## config.mk

```make
export PLATFORM = sky130hd
export DESIGN_NAME = pifo_req_issuer
export DESIGN_NICKNAME = d
export VERILOG_FILES = /design/src/rtl/pifo_pkg.sv /design/src/rtl/pifo_rr_arbiter.sv /design/src/rtl/pifo_req_issuer.sv
export SDC_FILE = /design/constraint.sdc
export NUM_CORES = 1
export LEC_CHECK = 0
export ABC_AREA = 1
export CAP_MARGIN = 20
export CELL_PAD_IN_SITES_DETAIL_PLACEMENT = 1
export CELL_PAD_IN_SITES_GLOBAL_PLACEMENT = 1
export CORE_MARGIN = 2
export CORE_UTILIZATION = 36
export CTS_CLUSTER_DIAMETER = 50
export DETAILED_ROUTE_END_ITERATION = 10
export HOLD_SLACK_MARGIN = 0.06
export PLACE_DENSITY = 0.86
export SYNTH_ARGS = -nofsm -noshare
export SYNTH_HDL_FRONTEND = slang
export SYNTH_SLANG_ARGS = --single-unit
```

## constraint.sdc

```tcl
create_clock -name i_clk -period 2.95 [get_ports i_clk]
set_input_delay 0.4425 -clock i_clk [delete_from_list [all_inputs] [get_ports i_clk]]
set_output_delay 0.4425 -clock i_clk [all_outputs]
set_load 0.005 [all_outputs]
```

## src/rtl/pifo_pkg.sv

```systemverilog
// Shared types and width helpers for the PIFO request issuer.
// The optional counters are built only when PIFO_REQ_ISSUER_STATS_EN is defined.
package pifo_pkg;

    typedef enum logic {
        OP_POP  = 1'b0,
        OP_PUSH = 1'b1
    } cmd_op_e;

    function automatic int calc_tnb(input int tree_num);
        return (tree_num > 1) ? $clog2(tree_num) : 1;
    endfunction

    function automatic int calc_dw(input int ptw, input int mtw);
        return ptw + mtw;
    endfunction

    function automatic int calc_lw(input int level);
        return (level > 1) ? $clog2(level) : 1;
    endfunction

endpackage

```

## src/rtl/pifo_rr_arbiter.sv

```systemverilog
// Round-robin picker: first requesting index at or after i_ptr, wrapping to 0.
// Optional counters elsewhere are gated by PIFO_REQ_ISSUER_STATS_EN; this block has none.
module pifo_rr_arbiter
    import pifo_pkg::*;
#(
    parameter int N = 3,
    localparam int IW = calc_lw(N)
) (
    input  logic [N-1:0]  i_req,
    input  logic [IW-1:0] i_ptr,
    output logic [N-1:0]  o_gnt,
    output logic [IW-1:0] o_idx,
    output logic          o_any
);

    // Two passes avoid a modulo: upper segment from the pointer first, then the wrapped part.
    always_comb begin
        o_gnt = '0;
        o_idx = '0;
        o_any = 1'b0;
        for (int j = 0; j < N; j++) begin
            if (!o_any && i_req[j] && (IW'(j) >= i_ptr)) begin
                o_any    = 1'b1;
                o_gnt[j] = 1'b1;
                o_idx    = IW'(j);
            end
        end
        for (int j = 0; j < N; j++) begin
            if (!o_any && i_req[j] && (IW'(j) < i_ptr)) begin
                o_any    = 1'b1;
                o_gnt[j] = 1'b1;
                o_idx    = IW'(j);
            end
        end
    end

endmodule

```

## src/rtl/pifo_req_issuer.sv

```systemverilog
// Spreads one push/pop command stream over LEVEL lane task-FIFO ports and merges lane pop results.
// Define PIFO_REQ_ISSUER_STATS_EN to add 32-bit push/pop/response/stall counters.
module pifo_req_issuer
    import pifo_pkg::*;
#(
    parameter int PTW             = 16,
    parameter int MTW             = 0,
    parameter int LEVEL           = 3,
    parameter int TREE_NUM        = 12,
    parameter int MAX_OUTSTANDING = 16,
    localparam int DW  = calc_dw(PTW, MTW),
    localparam int TNB = calc_tnb(TREE_NUM),
    localparam int LW  = calc_lw(LEVEL),
    localparam int OCW = $clog2(MAX_OUTSTANDING + 1)
) (
    input  logic                 i_clk,
    input  logic                 i_arst_n,
    input  logic                 i_cmd_valid,
    output logic                 o_cmd_ready,
    input  logic                 i_cmd_op,
    input  logic [TNB-1:0]       i_cmd_tree_id,
    input  logic [DW-1:0]        i_cmd_data,
    output logic [LEVEL-1:0]     o_push,
    output logic [LEVEL-1:0]     o_pop,
    output logic [LEVEL*TNB-1:0] o_push_tree_id,
    output logic [LEVEL*TNB-1:0] o_pop_tree_id,
    output logic [LEVEL*DW-1:0]  o_push_data,
    input  logic [LEVEL-1:0]     i_task_fifo_full,
    input  logic [LEVEL-1:0]     i_is_level0_pop,
    input  logic [LEVEL*DW-1:0]  i_pop_data,
    input  logic [LEVEL*TNB-1:0] i_tree_id,
    output logic                 o_rsp_valid,
    input  logic                 i_rsp_ready,
    output logic [DW-1:0]        o_rsp_data,
    output logic [TNB-1:0]       o_rsp_tree_id,
    output logic [LW-1:0]        o_rsp_lane,
    output logic [OCW-1:0]       o_outstanding,
`ifdef PIFO_REQ_ISSUER_STATS_EN
    output logic [31:0]          o_stat_push,
    output logic [31:0]          o_stat_pop,
    output logic [31:0]          o_stat_rsp,
    output logic [31:0]          o_stat_stall,
`endif
    output logic                 o_rsp_overflow
);

    typedef struct packed {
        logic [DW-1:0]  data;
        logic [TNB-1:0] tree_id;
        logic [LW-1:0]  lane;
    } rsp_entry_t;

    function automatic logic [LW-1:0] next_lane(input logic [LW-1:0] idx);
        return (idx == LW'(LEVEL - 1)) ? '0 : idx + 1'b1;
    endfunction

    // ---------------- issue side ----------------
    logic [LEVEL-1:0]     push_q, push_d, pop_q, pop_d;
    logic [LEVEL*TNB-1:0] push_tid_q, push_tid_d, pop_tid_q, pop_tid_d;
    logic [LEVEL*DW-1:0]  push_data_q, push_data_d;
    logic [LW-1:0]        issue_ptr_q, issue_ptr_d;
    logic [LEVEL-1:0]     issue_req, issue_gnt;
    logic [LW-1:0]        issue_idx;
    logic                 issue_any;
    logic                 is_push, pop_room, cmd_ready, accept;

    // ---------------- response side ----------------
    logic [OCW-1:0]   outstanding_q, outstanding_d;
    logic             ovf_q, ovf_d;
    logic [LEVEL-1:0] hold_vld_q, hold_vld_d;
    logic [DW-1:0]    hold_data_q [LEVEL];
    logic [DW-1:0]    hold_data_d [LEVEL];
    logic [TNB-1:0]   hold_tid_q  [LEVEL];
    logic [TNB-1:0]   hold_tid_d  [LEVEL];
    rsp_entry_t       rsp_q, rsp_d;
    logic             rsp_valid_q, rsp_valid_d;
    logic [LW-1:0]    drain_ptr_q, drain_ptr_d;
    logic [LEVEL-1:0] drain_req, drain_gnt, freeing;
    logic [LW-1:0]    drain_idx, drain_sel_ptr;
    logic             drain_any, rsp_hs;

    // A lane strobed last cycle may not have raised its full flag yet, so skip it once.
    assign is_push   = (cmd_op_e'(i_cmd_op) == OP_PUSH);
    assign pop_room  = (outstanding_q < OCW'(MAX_OUTSTANDING));
    assign issue_req = ~i_task_fifo_full & ~(push_q | pop_q) & {LEVEL{is_push | pop_room}};
    assign cmd_ready = i_arst_n & issue_any;
    assign accept    = i_cmd_valid & cmd_ready;

    pifo_rr_arbiter #(.N(LEVEL)) u_issue_arb (
        .i_req (issue_req),
        .i_ptr (issue_ptr_q),
        .o_gnt (issue_gnt),
        .o_idx (issue_idx),
        .o_any (issue_any)
    );

    always_comb begin
        push_d      = '0;
        pop_d       = '0;
        push_tid_d  = push_tid_q;
        pop_tid_d   = pop_tid_q;
        push_data_d = push_data_q;
        issue_ptr_d = issue_ptr_q;
        if (accept) begin
            issue_ptr_d = next_lane(issue_idx);
            if (is_push) begin
                push_d = issue_gnt;
            end else begin
                pop_d = issue_gnt;
            end
            for (int l = 0; l < LEVEL; l++) begin
                if (issue_gnt[l]) begin
                    if (is_push) begin
                        push_tid_d[l*TNB +: TNB] = i_cmd_tree_id;
                        push_data_d[l*DW +: DW]  = i_cmd_data;
                    end else begin
                        pop_tid_d[l*TNB +: TNB] = i_cmd_tree_id;
                    end
                end
            end
        end
    end

    // The presented entry stays occupied in its holding slot until the handshake frees it.
    assign rsp_hs        = rsp_valid_q & i_rsp_ready;
    assign freeing       = rsp_hs ? (LEVEL'(1) << rsp_q.lane) : '0;
    assign drain_req     = hold_vld_q & ~freeing;
    assign drain_sel_ptr = rsp_hs ? next_lane(rsp_q.lane) : drain_ptr_q;

    pifo_rr_arbiter #(.N(LEVEL)) u_drain_arb (
        .i_req (drain_req),
        .i_ptr (drain_sel_ptr),
        .o_gnt (drain_gnt),
        .o_idx (drain_idx),
        .o_any (drain_any)
    );

    always_comb begin
        int inc;
        int dec;
        int nxt;
        hold_vld_d  = hold_vld_q & ~freeing;
        hold_data_d = hold_data_q;
        hold_tid_d  = hold_tid_q;
        ovf_d       = ovf_q;
        rsp_d       = rsp_q;
        rsp_valid_d = rsp_valid_q;
        drain_ptr_d = drain_ptr_q;

        for (int l = 0; l < LEVEL; l++) begin
            if (i_is_level0_pop[l]) begin
                if (!hold_vld_q[l] || freeing[l]) begin
                    hold_vld_d[l]  = 1'b1;
                    hold_data_d[l] = i_pop_data[l*DW +: DW];
                    hold_tid_d[l]  = i_tree_id[l*TNB +: TNB];
                end else begin
                    ovf_d = 1'b1;
                end
            end
        end

        if (rsp_hs) begin
            rsp_valid_d = 1'b0;
            drain_ptr_d = next_lane(rsp_q.lane);
        end
        if ((!rsp_valid_q || rsp_hs) && drain_any) begin
            rsp_valid_d   = 1'b1;
            rsp_d.data    = hold_data_q[drain_idx];
            rsp_d.tree_id = hold_tid_q[drain_idx];
            rsp_d.lane    = drain_idx;
        end

        // Every returned result retires one pop; more returns than pops in flight is an error.
        inc = (accept && !is_push) ? 1 : 0;
        dec = $countones(i_is_level0_pop);
        nxt = int'(outstanding_q) + inc - dec;
        if (nxt < 0) begin
            nxt   = 0;
            ovf_d = 1'b1;
        end
        outstanding_d = OCW'(nxt);
    end

    always_ff @(posedge i_clk or negedge i_arst_n) begin
        if (!i_arst_n) begin
            push_q        <= '0;
            pop_q         <= '0;
            push_tid_q    <= '0;
            pop_tid_q     <= '0;
            push_data_q   <= '0;
            issue_ptr_q   <= '0;
            outstanding_q <= '0;
            ovf_q         <= 1'b0;
            hold_vld_q    <= '0;
            rsp_q         <= '0;
            rsp_valid_q   <= 1'b0;
            drain_ptr_q   <= '0;
            for (int l = 0; l < LEVEL; l++) begin
                hold_data_q[l] <= '0;
                hold_tid_q[l]  <= '0;
            end
        end else begin
            push_q        <= push_d;
            pop_q         <= pop_d;
            push_tid_q    <= push_tid_d;
            pop_tid_q     <= pop_tid_d;
            push_data_q   <= push_data_d;
            issue_ptr_q   <= issue_ptr_d;
            outstanding_q <= outstanding_d;
            ovf_q         <= ovf_d;
            hold_vld_q    <= hold_vld_d;
            rsp_q         <= rsp_d;
            rsp_valid_q   <= rsp_valid_d;
            drain_ptr_q   <= drain_ptr_d;
            for (int l = 0; l < LEVEL; l++) begin
                hold_data_q[l] <= hold_data_d[l];
                hold_tid_q[l]  <= hold_tid_d[l];
            end
        end
    end

`ifdef PIFO_REQ_ISSUER_STATS_EN
    logic [31:0] stat_push_q, stat_push_d, stat_pop_q, stat_pop_d;
    logic [31:0] stat_rsp_q, stat_rsp_d, stat_stall_q, stat_stall_d;

    always_comb begin
        stat_push_d  = stat_push_q  + {31'd0, accept & is_push};
        stat_pop_d   = stat_pop_q   + {31'd0, accept & ~is_push};
        stat_rsp_d   = stat_rsp_q   + {31'd0, rsp_hs};
        stat_stall_d = stat_stall_q + {31'd0, i_cmd_valid & ~cmd_ready};
    end

    always_ff @(posedge i_clk or negedge i_arst_n) begin
        if (!i_arst_n) begin
            stat_push_q  <= '0;
            stat_pop_q   <= '0;
            stat_rsp_q   <= '0;
            stat_stall_q <= '0;
        end else begin
            stat_push_q  <= stat_push_d;
            stat_pop_q   <= stat_pop_d;
            stat_rsp_q   <= stat_rsp_d;
            stat_stall_q <= stat_stall_d;
        end
    end

    assign o_stat_push  = stat_push_q;
    assign o_stat_pop   = stat_pop_q;
    assign o_stat_rsp   = stat_rsp_q;
    assign o_stat_stall = stat_stall_q;
`endif

    assign o_cmd_ready    = cmd_ready;
    assign o_push         = push_q;
    assign o_pop          = pop_q;
    assign o_push_tree_id = push_tid_q;
    assign o_pop_tree_id  = pop_tid_q;
    assign o_push_data    = push_data_q;
    assign o_rsp_valid    = rsp_valid_q;
    assign o_rsp_data     = rsp_q.data;
    assign o_rsp_tree_id  = rsp_q.tree_id;
    assign o_rsp_lane     = rsp_q.lane;
    assign o_outstanding  = outstanding_q;
    assign o_rsp_overflow = ovf_q;

endmodule

```

Yosys cells after proc, flatten, opt, wreduce, memory -nomap -nowiden
Cells that the tools add are included.
{"block": "classes", "add_sub_neg": 6, "n_lt_le_gt_ge": 15, "eq_ne": 2, "shifts": 1, "muxes": 58, "n_bitwise": 13, "reduce_logical": 53}
{"op": "$mux W1", "count": 35}
{"op": "$bmux W16 S2", "count": 1}
{"op": "$mux W16", "count": 2}
{"op": "$logic_and A1 B1 Y1", "count": 24}
{"op": "$mux W2", "count": 11}
{"op": "$reduce_and A3 Y1", "count": 6}
{"op": "$logic_not A1 Y1", "count": 15}
{"op": "$mux W3", "count": 5}
{"op": "$and A3 B3 Y3", "count": 3}
{"op": "$not A3 Y3", "count": 3}
{"op": "$bmux W4 S2", "count": 1}
{"op": "$ge A1 B2 Y1 const A", "count": 4}
{"op": "$lt A1 B2 Y1 const A", "count": 4}
{"op": "$mux W4", "count": 2}
{"op": "$lt A7 B1 Y1 const B", "count": 1}
{"op": "$sub A6 B3 Y7", "count": 1}
{"op": "$add A5 B1 Y6", "count": 1}
{"op": "$reduce_and A2 Y1", "count": 3}
{"op": "$lt A5 B5 Y1 const B", "count": 1}
{"op": "$mux W5", "count": 1}
{"op": "$add A2 B1 Y2 const B", "count": 2}
{"op": "$eq A2 B2 Y1 const B", "count": 2}
{"op": "$ge A2 B2 Y1 const A", "count": 2}
{"op": "$logic_or A1 B1 Y1", "count": 4}
{"op": "11 further kinds", "count": 14}
{"block": "totals", "ff_bits": 174, "in_bits": 91, "out_inout_bits": 108, "wordCells": 174}

Logic depth before layout (Yosys ltp)
Gate-level depths: netlist (run 1).
{"block": "depth", "depth_word": 34, "mapped_depth": 20, "mapped_depth_nobuf": 20}

Hierarchy
A second synthesis (run 1) with hierarchy kept.
{"block": "hier_totals", "cells_unflattened": 889, "hier_area_um2": 7556.0}
{"mod": "pifo_req_issuer", "n_inst": 1, "cells_each": 849, "area_per_inst_um2": 7378.3, "seq_area_each_um2": 4354.2}
{"mod": "pifo_rr_arbiter", "n_inst": 2, "cells_each": 20, "area_per_inst_um2": 88.8, "seq_area_each_um2": 0.0}

Worst setup path before layout (run 1)
No wires, ideal clock.
{"block": "synth_path", "path_kind": "input -> register", "from": "input i_task_fifo_full[1]", "to": "register outstanding_q[2], in the netlist o_outstanding[2]", "setup_time_ns": 0.063, "t_arrival_ns": 2.588, "required_ns": 2.887, "slack_ns": 0.299, "cell_stages": 15, "n_path_buf": 0, "cell_sequence": "nor3_1 -> nand2_1 -> nor2_1 -> nor2_1 -> nand4_1 -> nand2_1 -> inv_2 -> nand2_2 -> nor2_1 -> ha_1 -> ha_1 -> inv_1 -> fa_1 -> or2_2 -> inv_1"}
{"block": "synth_via", "elab_chain_cells": 30}
{"element": "start, declared", "line_no": "pifo_req_issuer.sv:28", "rtl": "input logic [LEVEL-1:0] i_task_fifo_full,"}
{"element": "$not A3 Y3 (*)", "line_no": "pifo_req_issuer.sv:85", "rtl": "assign issue_req = ~i_task_fifo_full & ~(push_q | pop_q) & {LEVEL{is_push | pop_room}};"}
{"element": "$and A3 B3 Y3 (*) (2 in a row)", "line_no": "pifo_req_issuer.sv:85"}
{"element": "$logic_and A1 B1 Y1 (2 in a row)", "line_no": "pifo_rr_arbiter.sv:22", "rtl": "if (!o_any && i_req[j] && (IW'(j) >= i_ptr)) begin"}
{"element": "$mux W1", "line_no": "pifo_rr_arbiter.sv:22"}
{"element": "$logic_not A1 Y1", "line_no": "pifo_rr_arbiter.sv:22"}
{"element": "$logic_and A1 B1 Y1 (2 in a row)", "line_no": "pifo_rr_arbiter.sv:22"}
{"element": "$mux W1", "line_no": "pifo_rr_arbiter.sv:22"}
{"element": "$logic_not A1 Y1", "line_no": "pifo_rr_arbiter.sv:29", "rtl": "if (!o_any && i_req[j] && (IW'(j) < i_ptr)) begin"}
{"element": "[12 not listed]"}
{"element": "named net o_cmd_ready", "line_no": "pifo_req_issuer.sv:19", "rtl": "output logic o_cmd_ready,"}
{"element": "$and A1 B1 Y1 (*)", "line_no": "pifo_req_issuer.sv:87", "rtl": "assign accept = i_cmd_valid & cmd_ready;"}
{"element": "$logic_and A1 B1 Y1 (*)", "line_no": "pifo_req_issuer.sv:174", "rtl": "inc = (accept && !is_push) ? 1 : 0;"}
{"element": "$mux W1 (*)", "line_no": "pifo_req_issuer.sv:174"}
{"element": "$add A5 B1 Y6 (*)", "line_no": "pifo_req_issuer.sv:176", "rtl": "nxt = int'(outstanding_q) + inc - dec;"}
{"element": "$sub A6 B3 Y7 (*)", "line_no": "pifo_req_issuer.sv:176"}
{"element": "$lt A7 B1 Y1", "line_no": "pifo_req_issuer.sv:177", "rtl": "if (nxt < 0) begin"}
{"element": "$mux W5 (*)", "line_no": "pifo_req_issuer.sv:177"}
{"element": "named net outstanding_d[2]", "line_no": "pifo_req_issuer.sv:68", "rtl": "logic [OCW-1:0] outstanding_q, outstanding_d;"}
{"element": "end signal, assigned", "line_no": "pifo_req_issuer.sv:209", "rtl": "outstanding_q <= outstanding_d;"}
{"element": "end, declared", "line_no": "pifo_req_issuer.sv:68"}
Mark *: on every way through the listed nets, which the timed path passes. The rest lies on a longest branch.
A chain may end at the register's enable or synchronous reset.

Worst setup path in the final report (run 1)
{"block": "layout_path", "from": "input i_is_level0_pop[0]", "to": "register outstanding_q[2], in the netlist o_outstanding[2]"}
{"block": "layout_via", "elab_chain_cells": 5}
{"element": "start, declared", "line_no": "pifo_req_issuer.sv:29", "rtl": "input logic [LEVEL-1:0] i_is_level0_pop,"}
{"element": "$add A1 B1 Y2 (not written as such) (*)", "line_no": "pifo_req_issuer.sv:175", "rtl": "dec = $countones(i_is_level0_pop);"}
{"element": "$add A2 B1 Y3 (not written as such) (*)", "line_no": "pifo_req_issuer.sv:175"}
{"element": "$sub A6 B3 Y7 (*)", "line_no": "pifo_req_issuer.sv:176"}
{"element": "$lt A7 B1 Y1", "line_no": "pifo_req_issuer.sv:177"}
{"element": "$mux W5 (*)", "line_no": "pifo_req_issuer.sv:177"}
{"element": "named net outstanding_d[2]", "line_no": "pifo_req_issuer.sv:68"}
Marks and branches as above.

==> results of run 1 <==
-- flip-flops by register name, indices dropped and copies added, names as in the netlist --
| register | count |
|---|---|
| drain_ptr_q | 2 |
| hold_data_q | 48 |
| hold_tid_q | 12 |
| hold_vld_q | 3 |
| issue_ptr_q | 2 |
| o_outstanding | 5 |
| o_pop | 3 |
| o_pop_tree_id | 12 |
| o_push | 3 |
| o_push_data | 48 |
| o_push_tree_id | 12 |
| o_rsp_data | 16 |
| o_rsp_lane | 2 |
| o_rsp_overflow | 1 |
| o_rsp_tree_id | 4 |
| o_rsp_valid | 1 |
-- timing repair --
item	4_1_cts	5_1_grt
gates resized for setup	0	1
endpoints found under the setup margin	0	1
hold buffers	1	0
endpoints found under the hold margin	2	0
-- layout by cell type, fill, tap and decap left out, drive strengths merged --
cell,instances
mux2,30
dfrtp,174
o21ai,26
ha,7
buf,39
nand4,6
clkinvlp,5
clkinv,4
o211ai,11
nor3,5
nor2,50
a21oi,35
clkbuf,21
a21boi,1
or2,4
diode,1
xnor2,2
nand3,81
nand2,290
fa,3
a221oi,1
clkdlybuf4s50,197
dlygate4sd3,1
inv,66
and2,1
-- kinds of logic after synthesis --
logic type,after synthesis,synth area share
muxes,30,0.04532
xor gates and xnor gates,2,0.002351
AOI/OAI and AO/OA,74,0.05422
and+or+nand+nor,437,0.2392
DFF,174,0.5842
adders and majority gates,10,0.01981
buffers and inverters,102,0.05489
-- layer usage --
layer | part of all wire | routed length (um) | global-route usage
met5 | 0.00054 | 13 | 0
met4 | 0.016 | 383 | 0.06381
met3 | 0.092 | 2210 | 0.09074
met2 | 0.48 | 11480 | 0.3863
met1 | 0.41 | 9937 | 0.2725
-- stage by stage --
step	hold slack [ns]	cells	setup TNS, ns	setup WS, ns
after floorplan	0.1469	829	0	0.2990
after global placement	0.2384	1298	-0.1655	-0.1375
after detailed placement	0.2348	1298	-1.984	-0.2452
after CTS	0.3665	1330	0	0.1964
after global routing	0.3708	1330	0	0.02855
final	0.3761	1331	0	0.1817
-- worst reg2reg max path: stages (launching register included) --
cell     delay (ns)
dfrtp_1        0.40
nor3_1         0.24
nand2_1        0.18
nor2_2         0.14
nor2_1         0.07
nand4_1        0.07
nand2_1        0.07
inv_2          0.06
nand2_2        0.05
nor2_1         0.17
ha_1           0.19
ha_1           0.17
inv_1          0.06
fa_1           0.43
or2_2          0.30
inv_1          0.05
-- report_power, final --
group          total [W]  internal (W)  switching [W]
Sequential       0.00411       0.00350       0.000606
Combinational    0.00462       0.00233        0.00229
Clock            0.00207       0.00111       0.000964
Total             0.0108       0.00694        0.00386
-- layout make-up --
| cell class | count | area (sq um) | area share |
|---|---|---|---|
| flip-flops and latches | 174 | 4354 | 0.4148 |
| multi-input cells | 553 | 2699 | 0.2571 |
| repair buffers | 237 | 2328 | 0.2218 |
| clock buffers | 21 | 450.4 | 0.04291 |
| well taps | 270 | 337.8 | 0.03218 |
| inverters | 65 | 244.0 | 0.02324 |
| clock inverters | 10 | 81.33 | 0.007747 |
| diodes | 1 | 2.502 | 0.0002384 |
-- final timing paths --
| kind | endpoint | slack, ns | cells past startpoint |
|---|---|---|---|
| max in group asynchronous | o_push_data[9]$_DFFE_PN0P_ | 1.03 | 4 |
| min in group i_clk | o_push_data[43]$_DFFE_PN0P_ | 0.48 | 2 |
| worst max-delay path | o_outstanding[2]$_DFF_PN0_ | 0.18 | 10 |
| worst max register to register | o_outstanding[2]$_DFF_PN0_ | 0.25 | 15 |
| worst min register to register | o_push_data[43]$_DFFE_PN0P_ | 0.48 | 2 |
| worst min-delay path | hold_data_q[18]$_DFFE_PN0P_ | 0.38 | 2 |
==> flow_metrics.py, run 1 <==
metrics = {
    "worst_setup_path": {
        "critPathMaxFanout": 2,
        "cp-start-kind": "primary input",
        "crit_slowest_cell": "fa_1",
        "end_kind": "flip-flop",
        "reg2reg_from": "o_push[0]$_DFF_PN0_",
        "crit_type": "primary input to flip-flop",
        "max_stage_delay_ns": 0.50,
        "crit_start": "i_is_level0_pop[0]",
        "worstPathBufferInverterCount": 4,
        "crit_chain": "clkdlybuf4s50_1 > ha_1 > inv_1 > fa_1 > fa_1 > ha_1 > inv_1 > fa_1 > or2_2 > inv_1",
        "worstPathRequired_ns": 3.31,
        "cpLargestDelayFamily": "adder cells",
        "cp.arrival_ns": 3.13,
    },
    "synth": {
        "async_flop_share": 1.000,
        "synthCells": 829,
        "synth_cell_types": 26,
        "synth_edf_count": 0,
        "synth_nets": 930,
        "synth_most_common_cell": "nand2_1",
        "ys_top_cells_by_count": "nand2_1 (289), dfrtp_1 (174), nand3_1 (81), inv_1 (60), nor2_1 (48)",
        "ys.flop_type": "dfrtp_1",
        "syn_area_sq_mm": 0.007453,
        "ys_seq_area_frac": 0.5842,
        "synth-seq-cells": 174,
        "synth_top_cell_by_area": "dfrtp_1",
        "yosys_warnings": 0,
        "yosys-top-cells-area": "dfrtp_1 (58%), nand2_1 (15%), nand3_1 (5.4%)",
        "synth_top_area_share": 0.5842,
        "avgSynthCellArea_sq_um": 8.991,
    },
    "floorplan": {
        "std_cell_rows": 52,
        "core_area_sq_mm": 0.02030,
        "die_area_sq_mm": 0.02187,
        "die_w_um": 147.9,
        "start_util": 0.3672,
        "ios": 199,
        "fp.dieH_um": 147.9,
    },
    "global_routing": {
        "grt_pass1_wl_um": 38810,
        "grt_overflow": 0,
        "grt_pass1_vias": 7242,
        "grt_util_all_layers": 0.2289,
        "antenna_found_initial": 2,
        "grt_max_degree": 72,
    },
    "power_and_ir_drop": {
        "p_total_w": 0.01079,
        "max-vdd-ir-drop_mv": 0.4759,
        "leakage_nw": 5.090,
        "power_density_mw_per_mm2": 1028,
    },
    "timing": {
        "setup_violations": 0,
        "final_hold_viol_count": 0,
        "final_max_slew_viol_count": 0,
        "worstMarginPinSlew_ns": 0.9109,
        "fin_crit_sh": 0.9384,
        "finalWorstPathRequiredPeriod_ns": 2.768,
        "slew_headroom": 0.3928,
        "skew_ns": 0.01464,
        "rsz0062_at_grt": "false",
        "max_freq_mhz": 361.2,
    },
    "routing": {
        "drt_iter0_drc": 206,
        "drc": 0,
        "drt-total-wl_um": 24020,
        "dr_total_vias": 6563,
        "drtPass1Iterations": 4,
        "ant_nets": 0,
        "vias_per_cell": 4.931,
        "wire_per_inst_um": 18.05,
    },
    "final_layout": {
        "final_nets": 1149,
        "drive_gt1_frac": 0.1028,
        "area_growth_pct": 40.84,
        "fillers": 2305,
        "fin_area_sq_mm": 0.01050,
        "post-route-util": 0.5171,
    },
    "flow_run": {
        "drv_cap": 0,
    },
    "hold_path": {
        "hp-class": "primary input to asynchronous set/reset pin",
    },
    "placed_design": {
        "io_buffers": 198,
        "dp_hpwl_um": 17340,
        "gp_congestion": 0.8577,
        "dpl_cell_area_sq_mm": 0.009948,
    },
    "outcome": {
        "status": "complete, no violations",
    },
    "clock_tree": {
        "post_cts_buffers": 0,
        "clockRootBuffer": "clkbuf_16",
        "clkSinkCount": 174,
        "cts_made_buffers": 17,
        "clk_latency_ns": 0.43,
        "cts_tree": "yes",
        "path_clk_slew_ns": 0.06,
        "cts.path.max_buffers": 2,
        "htree_num_levels": 4,
    },
}
(Power assumes the default switching activity.)
==> inputs of run 2 (changes only) <==
Settings changed: CORE_MARGIN 2 to default, SLEW_MARGIN from default to 25.
==> flow_metrics.py, run 2 (synthesis gave the netlist of run 1 again) <==
metrics = {
    "floorplan": {
        "fp.dieH_um": 145.9,
        "std_cell_rows": 52,
        "ios": 199,
        "start_util": 0.3684,
        "core_area_sq_mm": 0.02023,
        "die_w_um": 145.9,
        "die_area_sq_mm": 0.02128,
    },
    "final_layout": {
        "layout.cells.non_filler": 1328,
        "multi_input_area_sq_mm": 0.002694,
        "final_nets": 1146,
        "fillers": 2336,
        "area_growth_pct": 40.96,
        "drive_gt1_frac": 0.1004,
        "post-route-util": 0.5192,
        "seqCellArea_sq_mm": 0.004354,
        "fin_area_sq_mm": 0.01051,
        "final_cell_mix": "nand2_1 (289), clkdlybuf4s50_1 (197), dfrtp_1 (174), nand3_1 (81), inv_1 (60)",
        "final_common_cell": "nand2_1",
    },
    "clock_tree": {
        "clockRootBuffer": "clkbuf_16",
        "post_cts_buffers": 0,
        "clkSinkCount": 174,
        "clk_latency_ns": 0.43,
        "cts_tree": "yes",
        "cts_made_buffers": 17,
        "path_clk_slew_ns": 0.06,
        "htree_num_levels": 4,
        "cts.path.max_buffers": 2,
    },
    "routing": {
        "wire_per_inst_um": 18.34,
        "drt-total-wl_um": 24350,
        "drt_iter0_drc": 206,
        "dr_total_vias": 6509,
        "drc": 0,
        "drtPass1Iterations": 6,
        "ant_nets": 0,
        "vias_per_cell": 4.901,
    },
    "worst_setup_path": {
        "reg2reg_depth": 15,
        "cp-start-kind": "primary input",
        "crit_start": "i_is_level0_pop[0]",
        "reg2reg_from": "o_pop[1]$_DFF_PN0_",
        "reg2reg_to": "o_outstanding[2]$_DFF_PN0_",
        "cp.arrival_ns": 3.17,
        "critPathCapture": "o_outstanding[2]$_DFF_PN0_",
        "end_kind": "flip-flop",
        "crit_type": "primary input to flip-flop",
        "worst-r2r-setup-slack_ns": 0.25,
        "worstPathRequired_ns": 3.31,
        "critPathMaxFanout": 2,
    },
    "power_and_ir_drop": {
        "max-vdd-ir-drop_mv": 0.5241,
        "p_total_w": 0.01091,
        "leakage_nw": 5.102,
        "power_density_mw_per_mm2": 1038,
    },
    "placed_design": {
        "dp_cells": 1295,
        "dp_hpwl_um": 16970,
        "io_buffers": 198,
        "gp_congestion": 0.8270,
        "dpl_cell_area_sq_mm": 0.009938,
    },
    "global_routing": {
        "antenna_found_initial": 4,
        "grt_max_degree": 173,
        "grt_overflow": 0,
        "grt_util_all_layers": 0.2391,
        "grt_pass1_vias": 7095,
        "grt_pass1_wl_um": 39120,
    },
    "timing": {
        "setup_violations": 0,
        "skew_ns": 0.01299,
        "slew_headroom": 0.3723,
        "finalWorstPathRequiredPeriod_ns": 2.807,
        "worstMarginPinSlew_ns": 0.9415,
        "fin_crit_sh": 0.9514,
        "rsz0062_at_grt": "false",
        "max_freq_mhz": 356.3,
        "final_max_slew_viol_count": 0,
        "final_hold_viol_count": 0,
        "finalSetupTns_ns": 0,
    },
    "outcome": {
        "status": "complete, no violations",
    },
    "hold_path": {
        "hp-class": "primary input to asynchronous set/reset pin",
    },
    "flow_run": {
        "drv_cap": 0,
    },
}
run 2: worst max-delay path, cell delays in order:
cell and delay [ns]:
clkdlybuf4s50_1 0.43, ha_1 0.28, inv_1 0.05, fa_1 0.40, fa_1 0.48, ha_1 0.23
inv_1 0.08, fa_1 0.42, or2_2 0.30, inv_1 0.05
run 2: worst min-delay path by stage:
| stage | from | endpoint | slack (ns) | depth (start not counted) |
|---|---|---|---|---|
| final | i_arst_n | hold_tid_q[9]$_DFFE_PN0P_ | 0.37 | 2 |
| after global routing | i_arst_n | hold_tid_q[9]$_DFFE_PN0P_ | 0.36 | 2 |
| after CTS | i_arst_n | hold_tid_q[9]$_DFFE_PN0P_ | 0.35 | 2 |
| after detailed placement | i_arst_n | hold_tid_q[9]$_DFFE_PN0P_ | 0.24 | 1 |
| after global placement | i_arst_n | hold_tid_q[9]$_DFFE_PN0P_ | 0.24 | 1 |
| after floorplan | i_arst_n | drain_ptr_q[0]$_DFF_PN0_ | 0.15 | 0 |
run 2: through the flow:
step	setup WS [ns]	hold slack, ns
6_report	0.1435	0.3716
5_1_grt	0.02291	0.3618
4_1_cts	0.1550	0.3489
3_5_place_dp	-0.3067	0.2383
3_3_place_gp	-0.1341	0.2393
2_1_floorplan	0.2990	0.1469
run 2: cell type report:
class,instances,share of cell area
Inverter,65,0.02322
Timing Repair Buffer,234,0.2207
Tap cell,270,0.03215
Multi-Input combinational cell,553,0.2564
Sequential cell,174,0.4144
Antenna cell,2,0.0004764
Clock inverter,11,0.01048
Clock buffer,19,0.04216
run 2: what timing repair did:
| action | in CTS | in global routing |
|---|---|---|
| setup endpoints to repair | 0 | 0 |
| endpoints found under the hold margin | 2 | 0 |
| resized for setup | 0 | 0 |
| hold buffers | 1 | 0 |
run 2: report_power, final:
part	internal [W]	switching (W)	total, W
combinational	0.00233	0.00230	0.00463
clock	0.00119	0.000978	0.00217
sequential	0.00350	0.000608	0.00411
total	0.00702	0.00389	0.0109
run 2: per-layer routing:
metal / track usage / vias up / routed length, um
met5: 0 / - / 11
met4: 0.07368 / 2 / 399
met3: 0.07962 / 29 / 1855
met2: 0.4081 / 195 / 12180
met1: 0.2844 / 3210 / 9910
li1: - / 3073 / -
==> inputs of run 3 (changes only) <==
Settings changed: ABC_AREA 1 to default, CORE_UTILIZATION 36 to 39, PLACE_DENSITY 0.86 to 0.85.
==> flow_metrics.py, run 3 <==
metrics = {
    "timing": {
        "final_hold_viol_count": 0,
        "slew_headroom": 0.3851,
        "max_freq_mhz": 363.9,
        "setup_violations": 0,
        "final_max_slew_viol_count": 0,
        "worstMarginPinSlew_ns": 0.9224,
        "whs_ns": 0.2128,
        "fin_crit_sh": 0.9316,
        "rsz0062_at_grt": "false",
        "finalWorstPathRequiredPeriod_ns": 2.748,
        "skew_ns": 0.01863,
    },
    "clock_tree": {
        "clk_latency_ns": 0.43,
        "post_cts_buffers": 0,
        "cts_tree": "yes",
        "cts.path.max_buffers": 2,
        "clkSinkCount": 174,
        "clockRootBuffer": "clkbuf_16",
        "path_clk_slew_ns": 0.08,
        "htree_num_levels": 4,
        "cts_made_buffers": 17,
    },
    "synth": {
        "synth_compound_area_frac": 0.08847,
        "synth_top_cell_by_area": "dfrtp_1",
        "synth_xor_area_frac": 0.002264,
        "ys.flop_type": "dfrtp_1",
        "synth.mux.area_fraction": 0.2327,
        "syn_area_sq_mm": 0.007736,
        "synthCells": 558,
        "synth_most_common_cell": "dfrtp_1",
        "ys_top_cells_by_count": "dfrtp_1 (174), mux2_2 (87), mux2_4 (48), nand2_1 (30), inv_1 (29)",
        "synth_cell_types": 59,
        "synthAdderAreaFrac": 0.01908,
        "yosys-top-cells-area": "dfrtp_1 (56%), mux2_2 (13%), mux2_4 (9.3%)",
        "yosys_warnings": 0,
        "synth-seq-cells": 174,
        "synth_top_area_share": 0.5628,
        "ys_seq_area_frac": 0.5628,
        "avgSynthCellArea_sq_um": 13.86,
        "yosys.area_share.simple": 0.05887,
        "synth_top_family_by_area": "multiplexers",
        "synth_edf_count": 0,
        "synth_nets": 659,
        "async_flop_share": 1.000,
    },
    "placed_design": {
        "dp_hpwl_um": 16070,
        "gp_congestion": 0.8488,
        "io_buffers": 198,
    },
    "routing": {
        "wire_per_inst_um": 21.15,
        "drc": 0,
        "ant_nets": 0,
        "dr_total_vias": 5369,
        "drt-total-wl_um": 22230,
        "drtPass1Iterations": 4,
        "drt_iter0_drc": 262,
        "vias_per_cell": 5.108,
    },
    "floorplan": {
        "start_util": 0.3975,
        "std_cell_rows": 51,
        "core_area_sq_mm": 0.01946,
        "die_w_um": 142.8,
        "fp.dieH_um": 142.8,
        "die_area_sq_mm": 0.02040,
        "ios": 199,
    },
    "final_layout": {
        "area_growth_pct": 39.22,
        "final_nets": 872,
        "final_common_cell": "clkdlybuf4s50_1",
        "final_cell_mix": "clkdlybuf4s50_1 (197), dfrtp_1 (174), mux2_2 (87), mux2_4 (48), nand2_1 (30)",
        "drive_gt1_frac": 0.2666,
        "fillers": 1967,
        "post-route-util": 0.5534,
    },
    "global_routing": {
        "grt_max_degree": 175,
        "grt_util_all_layers": 0.2277,
        "grt_pass1_wl_um": 34980,
        "grt_pass1_vias": 6226,
        "grt_overflow": 0,
        "antenna_found_initial": 3,
    },
    "outcome": {
        "status": "complete, no violations",
    },
    "worst_setup_path": {
        "critPathMaxFanout": 5,
        "worst-r2r-setup-slack_ns": 0.38,
        "worstPathRequired_ns": 2.51,
        "cp-start-kind": "flip-flop",
        "end_kind": "output pin",
        "crit_type": "flip-flop to output pin",
        "cp.arrival_ns": 2.31,
    },
    "power_and_ir_drop": {
        "max-vdd-ir-drop_mv": 0.4805,
        "leakage_nw": 4.761,
        "power_density_mw_per_mm2": 1048,
    },
    "flow_run": {
        "drv_cap": 0,
    },
    "hold_path": {
        "hp-class": "primary input to asynchronous set/reset pin",
    },
}
run 3: what timing repair did:
item / in CTS / in global routing
setup endpoints to repair: 0 / 1
hold buffers: 0 / 0
gates resized for setup: 0 / 1
run 3: metal layers:
metal  share of wire  up-vias  global-route usage
met2            0.51      193              0.3986
li1                -     2432                   -
met4          0.0074        0             0.05433
met1            0.40     2729              0.2644
met3           0.085       15             0.08249
met5               0        -                   0
run 3: final timing paths:
| check | start | end | depth (start not counted) |
|---|---|---|---|
| max in group asynchronous | i_arst_n | o_push_tree_id[9]$_DFFE_PN0P_ | 2 |
| worst min-delay path | i_arst_n | o_pop[1]$_DFF_PN0_ | 2 |
| worst max-delay path | o_pop[0]$_DFF_PN0_ | o_cmd_ready | 5 |
| worst min register to register | hold_data_q[45]$_DFFE_PN0P_ | hold_data_q[45]$_DFFE_PN0P_ | 1 |
| worst max register to register | o_pop[2]$_DFF_PN0_ | o_push_data[35]$_DFFE_PN0P_ | 7 |
| min in group i_clk | hold_data_q[45]$_DFFE_PN0P_ | hold_data_q[45]$_DFFE_PN0P_ | 1 |
run 3: cell type report:
type	instances	area [sq um]	share of cell area
Multi-Input combinational cell	324	3110	0.2888
Timing Repair Buffer	225	2236	0.2076
Inverter	29	108.9	0.01011
Sequential cell	174	4354	0.4043
Antenna cell	2	5.005	0.0004647
Clock inverter	13	181.4	0.01684
Tap cell	265	331.6	0.03079
Clock buffer	19	442.9	0.04112
run 3: metrics by stage:
step                instances  area, sq um  total power [W]  setup WS (ns)  TNS, ns
finish                   1051        10770          0.01129         0.2019        0
CTS                      1049        10760          0.01140        0.07154        0
detailed placement       1017        10140         0.008892        -0.2572   -1.164
global route             1049        10770          0.01192        0.05884        0
floorplan                 558         7736         0.006464         0.4013        0
global placement         1017        10140         0.008534       -0.09330  -0.2628
run 3: cell families (layout without fill, tap and decap cells):
group	Yosys count	in the layout
adder cells (fa/ha/maj)	10	10
multiplexers	145	145
XOR/XNOR	2	2
other	0	2
flip-flops	174	174
buffers and inverters	60	286
AO/OA/AOI/OAI	84	84
AND/OR/NAND/NOR	83	83
run 3: report_power, final:
group	leakage, nW	switching, W	internal (W)
Clock	0.302	0.00102	0.00138
Sequential	2.12	0.000796	0.00351
Combinational	2.34	0.00175	0.00283
Total	4.76	0.00357	0.00772
run 3: worst max-delay path, stage by stage, from the launching register on:
cell and delay (ns):
dfrtp_1 0.41, or3_1 0.40, buf_4 0.15, nor2_2 0.20
o31a_1 0.18, clkdlybuf4s50_1 0.54
